==> config.mk <==
export PLATFORM = sky130hd
export DESIGN_NAME = mb_interface
export DESIGN_NICKNAME = d
export VERILOG_FILES = /design/src/rtl/mb_interface_pkg.sv /design/src/rtl/mb_interface_lcd_writer.sv /design/src/rtl/mb_interface.sv
export SDC_FILE = /design/constraint.sdc
export NUM_CORES = 1
export LEC_CHECK = 0
export ABC_AREA = 1
export CAP_MARGIN = 5
export CORE_UTILIZATION = 30
export DETAILED_ROUTE_END_ITERATION = 12
export PLACE_DENSITY = 0.55
export SKIP_CTS_REPAIR_TIMING = 1
export SYNTH_ARGS = -nofsm -noshare
export SYNTH_HDL_FRONTEND = slang
export SYNTH_HIERARCHICAL = 1
export SYNTH_SLANG_ARGS = --single-unit
==> constraint.sdc <==
create_clock -name CLK -period 14.3 [get_ports CLK]
set_input_delay 1.43 -clock CLK [delete_from_list [all_inputs] [get_ports CLK]]
set_output_delay 1.43 -clock CLK [all_outputs]
set_load 0.05 [all_outputs]
==> src/rtl/mb_interface_pkg.sv <==
// Shared constants for the calculator front end: key ASCII codes, LCD commands,
// the LCD writer state type and the key-to-ASCII decoder.
package mb_interface_pkg;

  localparam logic [7:0] ASC_0     = 8'h30;
  localparam logic [7:0] ASC_DOT   = 8'h2E;
  localparam logic [7:0] ASC_PLUS  = 8'h2B;
  localparam logic [7:0] ASC_MINUS = 8'h2D;
  localparam logic [7:0] ASC_MUL   = 8'h2A;
  localparam logic [7:0] ASC_DIV   = 8'h2F;
  localparam logic [7:0] ASC_LPAR  = 8'h28;
  localparam logic [7:0] ASC_RPAR  = 8'h29;
  localparam logic [7:0] ASC_EQ    = 8'h3D;

  localparam logic [7:0] CMD_FUNC_SET = 8'h38;
  localparam logic [7:0] CMD_DISP_ON  = 8'h0C;
  localparam logic [7:0] CMD_ENTRY    = 8'h06;
  localparam logic [7:0] CMD_CLEAR    = 8'h01;
  localparam logic [7:0] CMD_LINE2    = 8'hC0;

  typedef enum logic [2:0] {
    WR_INIT,
    WR_IDLE,
    WR_SETUP,
    WR_STROBE,
    WR_WAIT
  } wr_state_t;

  // key = {num[9:0], dot, equal, oper[3:0]}, assumed one-hot; returns {valid, ascii}
  function automatic logic [8:0] key_to_ascii(input logic [15:0] key, input logic shift);
    logic [8:0] r;
    r = '0;
    if (!shift) begin
      for (int i = 1; i < 10; i++)
        if (key[6+i]) r = {1'b1, ASC_0 + 8'(10 - i)};
      if (key[6]) r = {1'b1, ASC_0};
      if (key[5]) r = {1'b1, ASC_DOT};
      if (key[4]) r = {1'b1, ASC_EQ};
      if (key[3]) r = {1'b1, ASC_PLUS};
      if (key[2]) r = {1'b1, ASC_MINUS};
      if (key[1]) r = {1'b1, ASC_MUL};
      if (key[0]) r = {1'b1, ASC_DIV};
    end else begin
      if (key[3]) r = {1'b1, ASC_LPAR};
      if (key[2]) r = {1'b1, ASC_RPAR};
    end
    return r;
  endfunction

endpackage

==> src/rtl/mb_interface_lcd_writer.sv <==
// HD44780 8-bit bus writer: power-up init sequence, then one command or data
// byte per request, with automatic line-2 jump and cursor position tracking.
module lcd_writer
  import mb_interface_pkg::*;
#(
  parameter int E_CYCLES = 2,
  parameter int CMD_WAIT = 40,
  parameter int CLR_WAIT = 1640
) (
  input  logic       clk,
  input  logic       rst,
  input  logic       i_req,
  input  logic       i_cmd_or_data,
  input  logic [7:0] i_byte,
  output logic       o_busy,
  output logic       o_lcd_e,
  output logic       o_lcd_rs,
  output logic       o_lcd_rw,
  output logic [7:0] o_lcd_data
);

  wr_state_t   r_state, w_state_next;
  logic [15:0] r_cnt, w_cnt_next;
  logic        r_rs, w_rs_next;
  logic [7:0]  r_data, w_data_next;
  logic [1:0]  r_idx, w_idx_next;
  logic        r_init_done, w_init_done_next;
  logic [5:0]  r_pos, w_pos_next;
  logic [7:0]  r_hold, w_hold_next;
  logic        r_hold_valid, w_hold_valid_next;
  logic [7:0]  w_init_cmd;

  always_comb begin
    case (r_idx)
      2'd0:    w_init_cmd = CMD_FUNC_SET;
      2'd1:    w_init_cmd = CMD_DISP_ON;
      2'd2:    w_init_cmd = CMD_ENTRY;
      default: w_init_cmd = CMD_CLEAR;
    endcase
  end

  always_ff @(posedge clk or posedge rst) begin
    if (rst) begin
      r_state      <= WR_INIT;
      r_cnt        <= '0;
      r_rs         <= 1'b0;
      r_data       <= '0;
      r_idx        <= '0;
      r_init_done  <= 1'b0;
      r_pos        <= '0;
      r_hold       <= '0;
      r_hold_valid <= 1'b0;
    end else begin
      r_state      <= w_state_next;
      r_cnt        <= w_cnt_next;
      r_rs         <= w_rs_next;
      r_data       <= w_data_next;
      r_idx        <= w_idx_next;
      r_init_done  <= w_init_done_next;
      r_pos        <= w_pos_next;
      r_hold       <= w_hold_next;
      r_hold_valid <= w_hold_valid_next;
    end
  end

  always_comb begin
    w_state_next      = r_state;
    w_cnt_next        = r_cnt;
    w_rs_next         = r_rs;
    w_data_next       = r_data;
    w_idx_next        = r_idx;
    w_init_done_next  = r_init_done;
    w_pos_next        = r_pos;
    w_hold_next       = r_hold;
    w_hold_valid_next = r_hold_valid;
    case (r_state)
      WR_INIT: begin
        w_rs_next    = 1'b0;
        w_data_next  = w_init_cmd;
        w_state_next = WR_SETUP;
      end
      WR_IDLE: begin
        if (i_req) begin
          if (!i_cmd_or_data) begin
            w_rs_next    = 1'b0;
            w_data_next  = i_byte;
            w_state_next = WR_SETUP;
            if (i_byte == CMD_CLEAR) w_pos_next = '0;
          end else if (r_pos != 6'd32) begin
            w_pos_next   = r_pos + 6'd1;
            w_state_next = WR_SETUP;
            // first character of line 2: move the cursor, park the data byte
            if (r_pos == 6'd16) begin
              w_hold_next       = i_byte;
              w_hold_valid_next = 1'b1;
              w_rs_next         = 1'b0;
              w_data_next       = CMD_LINE2;
            end else begin
              w_rs_next   = 1'b1;
              w_data_next = i_byte;
            end
          end
        end
      end
      WR_SETUP: begin
        w_state_next = WR_STROBE;
        w_cnt_next   = 16'(E_CYCLES - 1);
      end
      WR_STROBE: begin
        if (r_cnt == '0) begin
          w_state_next = WR_WAIT;
          w_cnt_next   = (!r_rs && r_data == CMD_CLEAR) ? 16'(CLR_WAIT) : 16'(CMD_WAIT);
        end else begin
          w_cnt_next = r_cnt - 16'd1;
        end
      end
      WR_WAIT: begin
        if (r_cnt != '0) begin
          w_cnt_next = r_cnt - 16'd1;
        end else if (!r_init_done) begin
          if (r_idx == 2'd3) begin
            w_init_done_next = 1'b1;
            w_state_next     = WR_IDLE;
          end else begin
            w_idx_next   = r_idx + 2'd1;
            w_state_next = WR_INIT;
          end
        end else if (r_hold_valid) begin
          w_hold_valid_next = 1'b0;
          w_rs_next         = 1'b1;
          w_data_next       = r_hold;
          w_state_next      = WR_SETUP;
        end else begin
          w_state_next = WR_IDLE;
        end
      end
      default: w_state_next = WR_INIT;
    endcase
  end

  assign o_busy     = (r_state != WR_IDLE);
  assign o_lcd_e    = (r_state == WR_STROBE);
  assign o_lcd_rs   = r_rs;
  assign o_lcd_rw   = 1'b0;
  assign o_lcd_data = r_data;

endmodule

==> src/rtl/mb_interface.sv <==
// Calculator front end: debounced one-hot keypad capture, 32-character
// expression buffer and LCD echo through a single pending-character slot.
module mb_interface
  import mb_interface_pkg::*;
#(
  parameter int STABLE_CYCLES = 4,
  parameter int E_CYCLES      = 2,
  parameter int CMD_WAIT      = 40,
  parameter int CLR_WAIT      = 1640
) (
  input  logic       CLK,
  input  logic       RST,
  input  logic [9:0] BUTTON_NUM_IN,
  input  logic       BUTTON_DOT_IN,
  input  logic       BUTTON_EQUAL_IN,
  input  logic [3:0] BUTTON_OPER_IN,
  input  logic       SHIFT_IN,
  output logic       LCD_E,
  output logic       LCD_RS,
  output logic       LCD_RW,
  output logic [7:0] LCD_DATA,
  output logic       EXPR_READY,
  output logic [5:0] EXPR_LEN,
  input  logic [4:0] EXPR_RADDR,
  output logic [7:0] EXPR_RDATA,
  input  logic       EXPR_ACK
);

  logic [16:0] r_sync1, r_sync2;
  logic [15:0] r_prev;
  logic [7:0]  r_cnt;
  logic        r_armed, r_init_seen, r_ready;
  logic [5:0]  r_len;
  logic        r_pend_valid, r_pend_rs;
  logic [7:0]  r_pend_byte;
  logic [7:0]  r_buf [32];

  logic [15:0] w_key;
  logic        w_shift, w_hit, w_accept, w_busy, w_clear, w_take_eq, w_store;
  logic [8:0]  w_code;

  assign w_key   = r_sync2[15:0];
  assign w_shift = r_sync2[16];
  assign w_code  = key_to_ascii(w_key, w_shift);

  // w_hit marks the edge where the current pattern completes STABLE_CYCLES cycles
  assign w_hit    = (w_key == r_prev) ? (r_cnt == 8'(STABLE_CYCLES - 1)) : (STABLE_CYCLES == 1);
  assign w_accept = w_hit && r_armed && r_init_seen && !r_ready && $onehot(w_key) && w_code[8];
  assign w_clear  = EXPR_ACK && r_ready;
  assign w_take_eq = !w_clear && w_accept && !r_pend_valid && w_code[7:0] == ASC_EQ && r_len != 6'd0;
  assign w_store  = !w_clear && w_accept && !r_pend_valid && w_code[7:0] != ASC_EQ && r_len != 6'd32;

  always_ff @(posedge CLK or posedge RST) begin
    if (RST) begin
      r_sync1      <= '0;
      r_sync2      <= '0;
      r_prev       <= '0;
      r_cnt        <= '0;
      r_armed      <= 1'b0;
      r_init_seen  <= 1'b0;
      r_ready      <= 1'b0;
      r_len        <= '0;
      r_pend_valid <= 1'b0;
      r_pend_rs    <= 1'b0;
      r_pend_byte  <= '0;
    end else begin
      r_sync1 <= {SHIFT_IN, BUTTON_NUM_IN, BUTTON_DOT_IN, BUTTON_EQUAL_IN, BUTTON_OPER_IN};
      r_sync2 <= r_sync1;
      if (w_key != r_prev) begin
        r_prev <= w_key;
        r_cnt  <= 8'd1;
      end else if (r_cnt < 8'(STABLE_CYCLES)) begin
        r_cnt <= r_cnt + 8'd1;
      end
      // any stable non-zero pattern, valid or not, must be released before the next key
      if (w_hit) r_armed <= (w_key == '0);
      if (!w_busy) r_init_seen <= 1'b1;
      if (r_pend_valid && !w_busy) r_pend_valid <= 1'b0;
      if (w_clear) begin
        r_len        <= '0;
        r_ready      <= 1'b0;
        r_pend_valid <= 1'b1;
        r_pend_rs    <= 1'b0;
        r_pend_byte  <= CMD_CLEAR;
      end else if (w_take_eq || w_store) begin
        r_pend_valid <= 1'b1;
        r_pend_rs    <= 1'b1;
        r_pend_byte  <= w_code[7:0];
        if (w_take_eq) r_ready <= 1'b1;
        else           r_len   <= r_len + 6'd1;
      end
    end
  end

  always_ff @(posedge CLK) begin
    if (w_store) r_buf[r_len[4:0]] <= w_code[7:0];
  end

  lcd_writer #(
    .E_CYCLES (E_CYCLES),
    .CMD_WAIT (CMD_WAIT),
    .CLR_WAIT (CLR_WAIT)
  ) u_lcd_writer (
    .clk           (CLK),
    .rst           (RST),
    .i_req         (r_pend_valid),
    .i_cmd_or_data (r_pend_rs),
    .i_byte        (r_pend_byte),
    .o_busy        (w_busy),
    .o_lcd_e       (LCD_E),
    .o_lcd_rs      (LCD_RS),
    .o_lcd_rw      (LCD_RW),
    .o_lcd_data    (LCD_DATA)
  );

  assign EXPR_READY = r_ready;
  assign EXPR_LEN   = r_len;
  assign EXPR_RDATA = r_buf[EXPR_RADDR];

endmodule

Word level (Yosys, flattened, before mapping)
Memories as Yosys holds them, arrays and structs flattened.
Cells that the tools add are included.
{ "totals": {"register_bits": 123, "ramBits": 256, "inputBits": 25, "output_inout_bits": 26, "elab_cells": 199, "memories": 1} }
{ "mem_list": {"columns": ["name", "depth", "width", "read_ports", "rd_clocked_by_memory_dff", "write_ports", "line_no", "rtl"], "rows": [
  ["r_buf", 32, 8, 1, 0, 1, "mb_interface.sv:36", "logic [7:0] r_buf [32];"]
]} }
{ "classes": {"add_sub_neg": 20, "n_lt_le_gt_ge": 1, "eq_ne": 31, "n_mux": 79, "n_bitwise": 3, "n_reduce_logical": 44} }
{ "ops": {"columns": ["cell", "n"], "rows": [
  ["$mux W9", 19],
  ["$mux W8", 11],
  ["$pmux W16 S3", 1],
  ["$mux W6", 6],
  ["$logic_not A16 Y1", 2],
  ["$mux W16", 2],
  ["$mux W1", 27],
  ["$pmux W8 S3", 1],
  ["$mux W3", 6],
  ["$pmux W6 S3", 1],
  ["$add A1 B1 Y2", 8],
  ["$eq A16 B16 Y1", 1],
  ["$eq A8 B1 Y1 const B", 2],
  ["$ne A16 B16 Y1", 1],
  ["$reduce_bool A16 Y1", 1],
  ["$sub A16 B1 Y16 const B", 1],
  ["$pmux W3 S5", 1],
  ["$logic_and A1 B1 Y1", 14],
  ["$ne A2 B1 Y1 const B", 7],
  ["$add A2 B2 Y3", 4],
  ["$add A6 B1 Y6 const B", 2],
  ["$ne A6 B6 Y1 const B", 2],
  ["$reduce_and A4 Y1", 3],
  ["$mux W11", 1],
  ["other kinds (33)", 54]
]} }

Depth between registers and ports, before layout
Gate-level depths: netlist (run 1).
{ "logic_depth": {"depth_word": 25, "mapped_depth": 21, "mapped_depth_nobuf": 21} }

Hierarchy
Netlist (run 1), hierarchy kept.
{ "modules_own_cells": {"columns": ["module", "instances", "cells_each", "area_each_um2", "seq_area_each_um2"], "rows": [
  ["mb_interface", 1, 1005, 11418.5, 7642.3],
  ["lcd_writer", 1, 405, 2917.8, 1151.1]
]} }

Least setup slack after synthesis (run 1)
OpenSTA, ideal clock, no wires.
{ "synth_path": {"path_type": "reg2reg", "start": "reg r_sync2[5]", "end": "mem r_buf[8][0], enable pin", "setup_time_ps": 378, "arrival_ps": 4652, "t_required_ps": 13922, "setup_slack_ps": 9269, "stages_incl_launch_ff": 20, "path_buffers": 1, "synth_period_minus_slack_ps": 5031, "cell_sequence": "dfrtp_1 inv_2 fa_1 inv_1 fa_1 fa_1 inv_1 fa_1 inv_1 ha_1 fa_1 nor2_1 and2_1 nand3_1 nor2_1 nand4_1 nor2_2 nand3_4 buf_6 nor3b_1"} }
{ "synth_via": {"elab_chain_len": 14, "word_cells_on_any_way": 26, "cone_classes": "add/sub: 4; eq/ne: 3; mux: 10; reduce/logical: 9"} }
{ "synth_rtl": {"columns": ["element", "line_no", "rtl"], "rows": [
  ["start: declaration", "mb_interface.sv:29", "logic [16:0] r_sync1, r_sync2;"],
  ["start signal: assignment", "mb_interface.sv:68", "r_sync2 <= r_sync1;"],
  ["parallel branches: the longest is 10 deep, another holds $add A4 B4 Y5", null, null],
  ["$logic_and A1 B1 Y1 (*) (2 in a row)", "mb_interface.sv:51", "assign w_store = !w_clear && w_accept && !r_pend_valid && w_code[7:0] != ASC_EQ && r_len != 6'd32;"],
  ["$mux W1 (*)", "mb_interface.sv:96", "if (w_store) r_buf[r_len[4:0]] <= w_code[7:0];"],
  ["$mux W1 (not written as such) (*)", "mb_interface.sv:96", null],
  ["end: declaration", "mb_interface.sv:36", null]
]} }
Mark *: on every way between the ends.

Final worst setup path (run 1)
{ "layout_path": {"start": "in EXPR_RADDR[0]", "end": "out EXPR_RDATA[4]"} }
{ "layout_via": {"elab_chain_len": 1} }
{ "layout_rtl": {"columns": ["element", "line_no", "rtl"], "rows": [
  ["start: declaration", "mb_interface.sv:24", "input logic [4:0] EXPR_RADDR,"],
  ["$mem_v2 Z32 W8", null, null],
  ["end: declaration", "mb_interface.sv:25", "output logic [7:0] EXPR_RDATA,"]
]} }
No other way between the ends.

==> flow_summary.json, run 1 <==
{
  "status": "finished with violations",
  "failed_checks": "design-rule violations",
  "synth_area_leaders": "edfxtp_1 40%, dfrtp_1 21%, nand2_1 6.8%",
  "yosys.area.top_type": "edfxtp_1",
  "max-slew-margin-rel_pct": 11.42,
  "nFillCells": 4717,
  "root_buffer": "clkbuf_16",
  "netlist_area_mm2": 0.01434,
  "gp_congestion": 0.8506,
  "regArea_mm2": 0.008793,
  "multi_input_area_mm2": 0.004733,
  "holdCritPathClass": "reg -> reg",
  "area_delta_synth_final_pct": 15.16,
  "rsz0062_at_grt": "false",
  "cts_tree": "built",
  "start_kind": "primary input",
  "die_x_um": 220.6,
  "die-area_mm2": 0.04867,
  "skew_ps": 12.22,
  "ys_seq_area_share_pct": 61.34,
  "worst_pin_slew_ps": 1326,
  "crit_family": "buffers and inverters",
  "place_hpwl_mm": 22.75,
  "vias": 9981,
  "slew_violations": 0,
  "layout_min_cycle_time_ps": 6298,
  "synth_top_area_share_pct": 40.22,
  "final_util_pct": 35.24,
  "antenna_found_initial": 0,
  "grt_usage_pct": 14.90,
  "arrival_ps": 4870,
  "p_leak_uw": 0.006561,
  "cp-end-kind": "output pin",
  "final_antenna_net_count": 0,
  "avgSynthCellArea_um2": 10.17,
  "htree_levels": 2,
  "crit_type": "in -> out",
  "finalPower_uw": 2065,
  "power_density_mw_per_mm2": 125.1,
  "drc": 4,
  "cp_max_fo": 97,
  "setup_viol": 0,
  "required_ps": 12870,
  "via_per_inst": 4.812,
  "layout_commonest_cell": "nand2_1",
  "firstDrtPassIters": 9,
  "grt_start_max_net_pins": 98,
  "ys.flop_type": "edfxtp_1",
  "finalSetupTns_ps": 0,
  "gr-total-overflow": 0,
  "syn_inst": 1410,
  "synth-edff-count": 192,
  "path_common_cell": "buf_4",
  "fin_crit_sh_pct": 44.04,
  "irDropWorstVdd_v": 0.00007533,
  "final_cell_mix": "258 x nand2_1, 211 x nor2_1, 192 x edfxtp_1",
  "maxCapViolations": 0,
  "path_cells": "buf_2, buf_4, inv_2, buf_4, o21ai_0, o221ai_1, nand3_1, a32oi_1, clkdlybuf4s50_1",
  "critPathSlowestCell": "clkdlybuf4s50_1",
  "io_buffer_count": 47,
  "core_mm2": 0.04685,
  "yosys_register_bits": 313,
  "finalHoldViolations": 0,
  "grt_pass1_wl_mm": 55.30,
  "routedWlPerCell_um": 16.74,
  "critPathBufInv": 5,
  "core.rowCount": 79,
  "totalWireLength_mm": 34.73,
  "fp.dieH_um": 220.6,
  "numCtsBuffers": 36,
  "start_util_pct": 30.60,
  "clock.fmax_ghz": 0.1588,
  "clk_latency_ps": 540,
  "path_clk_slew_ps": 60,
  "antennaDiodeCount": 0,
  "cts.path.max_buffers": 3,
  "ys_async_sr_fraction_pct": 38.66,
  "dr.first_iter.drc_count": 865,
  "layout-drive-gt1-share_pct": 8.930,
  "slowest_delay_ps": 880,
  "ys_types": 51,
  "synth_warnings": 6,
  "fin_nets": 1495,
  "clock_sinks": 313,
  "first_global_vias": 9843,
  "boundaryPins": 51
}
-- worst reg2reg max path: stages (launching register included) --
cell	delay (ps)
dfrtp_1	470
inv_2	130
fa_1	550
inv_1	50
fa_1	450
fa_1	520
inv_1	50
fa_1	480
inv_1	40
ha_1	190
fa_1	440
nor2_1	110
and2_1	150
nand3_1	70
nor2_1	160
nand4_1	180
nor2_2	160
nand3_4	340
nor3b_1	1180
-- sequential cells by signal (all words and copies together), names as in the netlist, 8 cells and up --
register	count
r_prev	16
r_buf	192
u_lcd_writer/r_hold	8
u_lcd_writer/r_cnt	16
r_sync2	17
u_lcd_writer/o_lcd_data	8
r_cnt	8
r_sync1	17
-- path summary, 6_finish.rpt --
path / slack [ps] / start / to / cells after the start
hold reg to reg: 350 / r_sync1[14] / r_sync2[14] / 0
min in group asynchronous: 1500 / RST / u_lcd_writer/r_pos[0] / 2
setup / recovery: 8000 / EXPR_RADDR[0] / EXPR_RDATA[4] / 9
hold / removal: 350 / r_sync1[14] / r_sync2[14] / 0
setup reg to reg: 8170 / r_sync2[5] / r_buf[23][0] / 18
max in group asynchronous: 12170 / RST / EXPR_LEN[1] / 3
-- logic make-up (layout without fill, tap and decap cells) --
kind of cell / count (synthesis) / count (layout) / share of synthesized area [%]
simple gates: 641 / 641 / 20.27
compound gates: 211 / 211 / 8.806
buf+inv: 203 / 255 / 5.830
other cells: 2 / 7 / 0.05238
xor+xnor: 12 / 12 / 0.7331
fa+ha+maj: 28 / 28 / 2.967
flops: 313 / 313 / 61.34
-- report_power, final --
group | internal, uW | total (uW) | leakage, uW | switching [uW]
logic | 52.5 | 159 | 0.00276 | 106
clock network | 544 | 917 | 0.000560 | 373
registers | 976 | 990 | 0.00324 | 14.4
-- synth_stat cells, drive strengths merged (10+ instances only) --
cell type / number
inv: 131
o221ai: 36
nand3: 90
clkbuf: 52
o22ai: 12
dfrtp: 121
fa: 10
nor3b: 26
nor2: 229
edfxtp: 192
nand2: 273
buf: 17
ha: 18
o21ai: 135
-- through the flow --
step	setup slack, ps	hold slack, ps	instance area (um^2)	instances
after floorplan	9269	331.2	14360	1415
after global placement	8074	332.5	15340	2010
after detailed placement	8098	334.7	15340	2010
after CTS	8101	348.2	16500	2073
after global routing	7728	352.8	16510	2074
final	8002	345.0	16510	2074
-- area by class of cell --
type | count | share of cell area, %
flip-flops and latches | 313 | 53.26
repair buffers | 58 | 3.319
clock buffers | 38 | 5.631
clock inverters | 25 | 1.432
multi-input cells | 899 | 28.67
inverters | 134 | 3.084
well taps | 607 | 4.600
-- metal layers --
layer	vias up	share of wire [%]	routed length (um)	GRT usage [%]
met5	-	0	0	0
met4	0	2.3	797	4.726
met3	58	7.3	2522	3.986
met2	303	45	15720	23.07
met1	4805	45	15680	20.25
li1	4815	-	-	-
Power figures use the tool's default switching activity.
==> inputs of run 2 (changes only) <==
- clock period: 14.3 -> 5.9 ns (I/O delays scaled with it)
==> flow_summary.json, run 2 (same netlist as run 1, synthesis figures left out) <==
{
  "status": "finished with violations",
  "failed_checks": "design-rule violations",
  "cts.path.max_buffers": 3,
  "timing.hold.ws_ps": 335.9,
  "fin_crit_sh_pct": 94.61,
  "maxCapViolations": 0,
  "dr.first_iter.drc_count": 798,
  "first_global_vias": 10120,
  "cp_max_fo": 14,
  "setup_viol": 0,
  "place_hpwl_mm": 23.42,
  "totalWireLength_mm": 35.57,
  "irDropWorstVdd_v": 0.0002024,
  "clk_latency_ps": 550,
  "grt_pass1_wl_mm": 55.95,
  "multi_input_area_mm2": 0.004736,
  "grt_start_max_net_pins": 97,
  "holdCritPathClass": "reg -> reg",
  "max-slew-margin-rel_pct": 32.62,
  "io_buffer_count": 47,
  "antennaDiodeCount": 0,
  "cts_tree": "built",
  "die_x_um": 220.6,
  "power_density_mw_per_mm2": 302.6,
  "slew_violations": 0,
  "clock.fmax_ghz": 0.1792,
  "root_buffer": "clkbuf_16",
  "finalHoldViolations": 0,
  "numCtsBuffers": 37,
  "core_mm2": 0.04685,
  "gp_congestion": 0.8284,
  "fp.dieH_um": 220.6,
  "firstDrtPassIters": 9,
  "nFillCells": 4739,
  "rsz0062_at_grt": "true",
  "arrival_ps": 5740,
  "via_per_inst": 4.787,
  "final_antenna_net_count": 0,
  "final_cell_mix": "258 x nand2_1, 210 x nor2_1, 192 x edfxtp_1",
  "boundaryPins": 51,
  "worst_pin_slew_ps": 1009,
  "required_ps": 6060,
  "crit_type": "reg -> reg",
  "r2r_cells": 20,
  "start_kind": "flip-flop",
  "die-area_mm2": 0.04867,
  "routedWlPerCell_um": 16.92,
  "layout_min_cycle_time_ps": 5582,
  "vias": 10060,
  "path_clk_slew_ps": 60,
  "clock_sinks": 313,
  "antenna_found_initial": 0,
  "final_util_pct": 35.76,
  "cp-end-kind": "flip-flop",
  "largest_reg_flops": 192,
  "skew_ps": 30.89,
  "area_delta_synth_final_pct": 16.85,
  "core.rowCount": 79,
  "grt_usage_pct": 15.06,
  "layout-drive-gt1-share_pct": 10.23,
  "fin_nets": 1520,
  "regArea_mm2": 0.008793,
  "htree_levels": 2,
  "p_leak_uw": 0.006725,
  "layout_commonest_cell": "nand2_1",
  "hold_depth": 0,
  "drc": 4,
  "start_util_pct": 30.60,
  "gr-total-overflow": 0
}
-- run 2: final cells by class --
class / count / area share [%]
inverters: 134 / 3.040
multi-input cells: 899 / 28.27
flip-flops and latches: 313 / 52.49
repair buffers: 82 / 4.422
well taps: 607 / 4.534
clock buffers: 52 / 6.296
clock inverters: 15 / 0.9485
-- run 2: final timing paths --
check,start,end,slack (ps)
worst min-delay path,r_sync1[10],r_sync2[10],340
worst max-delay path,r_sync2[5],r_buf[19][5],320
worst max register to register,r_sync2[5],r_buf[19][5],320
max in group asynchronous,RST,r_cnt[5],4590
min in group asynchronous,RST,u_lcd_writer/r_pos[0],670
worst min register to register,r_sync1[10],r_sync2[10],340
-- run 2: power breakdown --
| group | internal (uW) | leakage (uW) | switching (uW) |
|---|---|---|---|
| Combinational | 131 | 0.00289 | 271 |
| Sequential | 2370 | 0.00324 | 35.3 |
| Clock | 1380 | 0.000591 | 887 |
-- run 2: routing by layer --
| layer | track usage, % | routed length (um) |
|---|---|---|
| met5 | 0 | 0 |
| met4 | 5.548 | 964 |
| met3 | 2.447 | 1973 |
| met2 | 24.04 | 16310 |
| met1 | 20.58 | 16330 |
-- run 2: worst max-delay path: stages, from the launching register on --
cell and delay (ps):
dfrtp_1 430, inv_2 100, fa_1 540, inv_1 50
fa_1 470, fa_1 520, inv_1 50, fa_1 470
inv_1 50, ha_1 210, fa_1 450, nor2_1 100
and2_1 140, nand3_1 70, nor2_1 120, nand4_1 160
nor2_2 160, nand3_4 270, nor2_1 210, nand2_1 170
nor2_1 430
-- run 2: through the flow --
step / TNS (ps) / area [um^2] / power, uW / worst slack (ps) / instances
floorplan: 0 / 14360 / 2704 / 869.3 / 1415
global placement: 0 / 15540 / 2835 / 539.6 / 2035
detailed placement: 0 / 15540 / 2846 / 362.0 / 2035
CTS: 0 / 16750 / 5134 / 317.1 / 2102
global route: -972.9 / 16750 / 5267 / -86.23 / 2102
finish: 0 / 16750 / 5069 / 318.1 / 2102
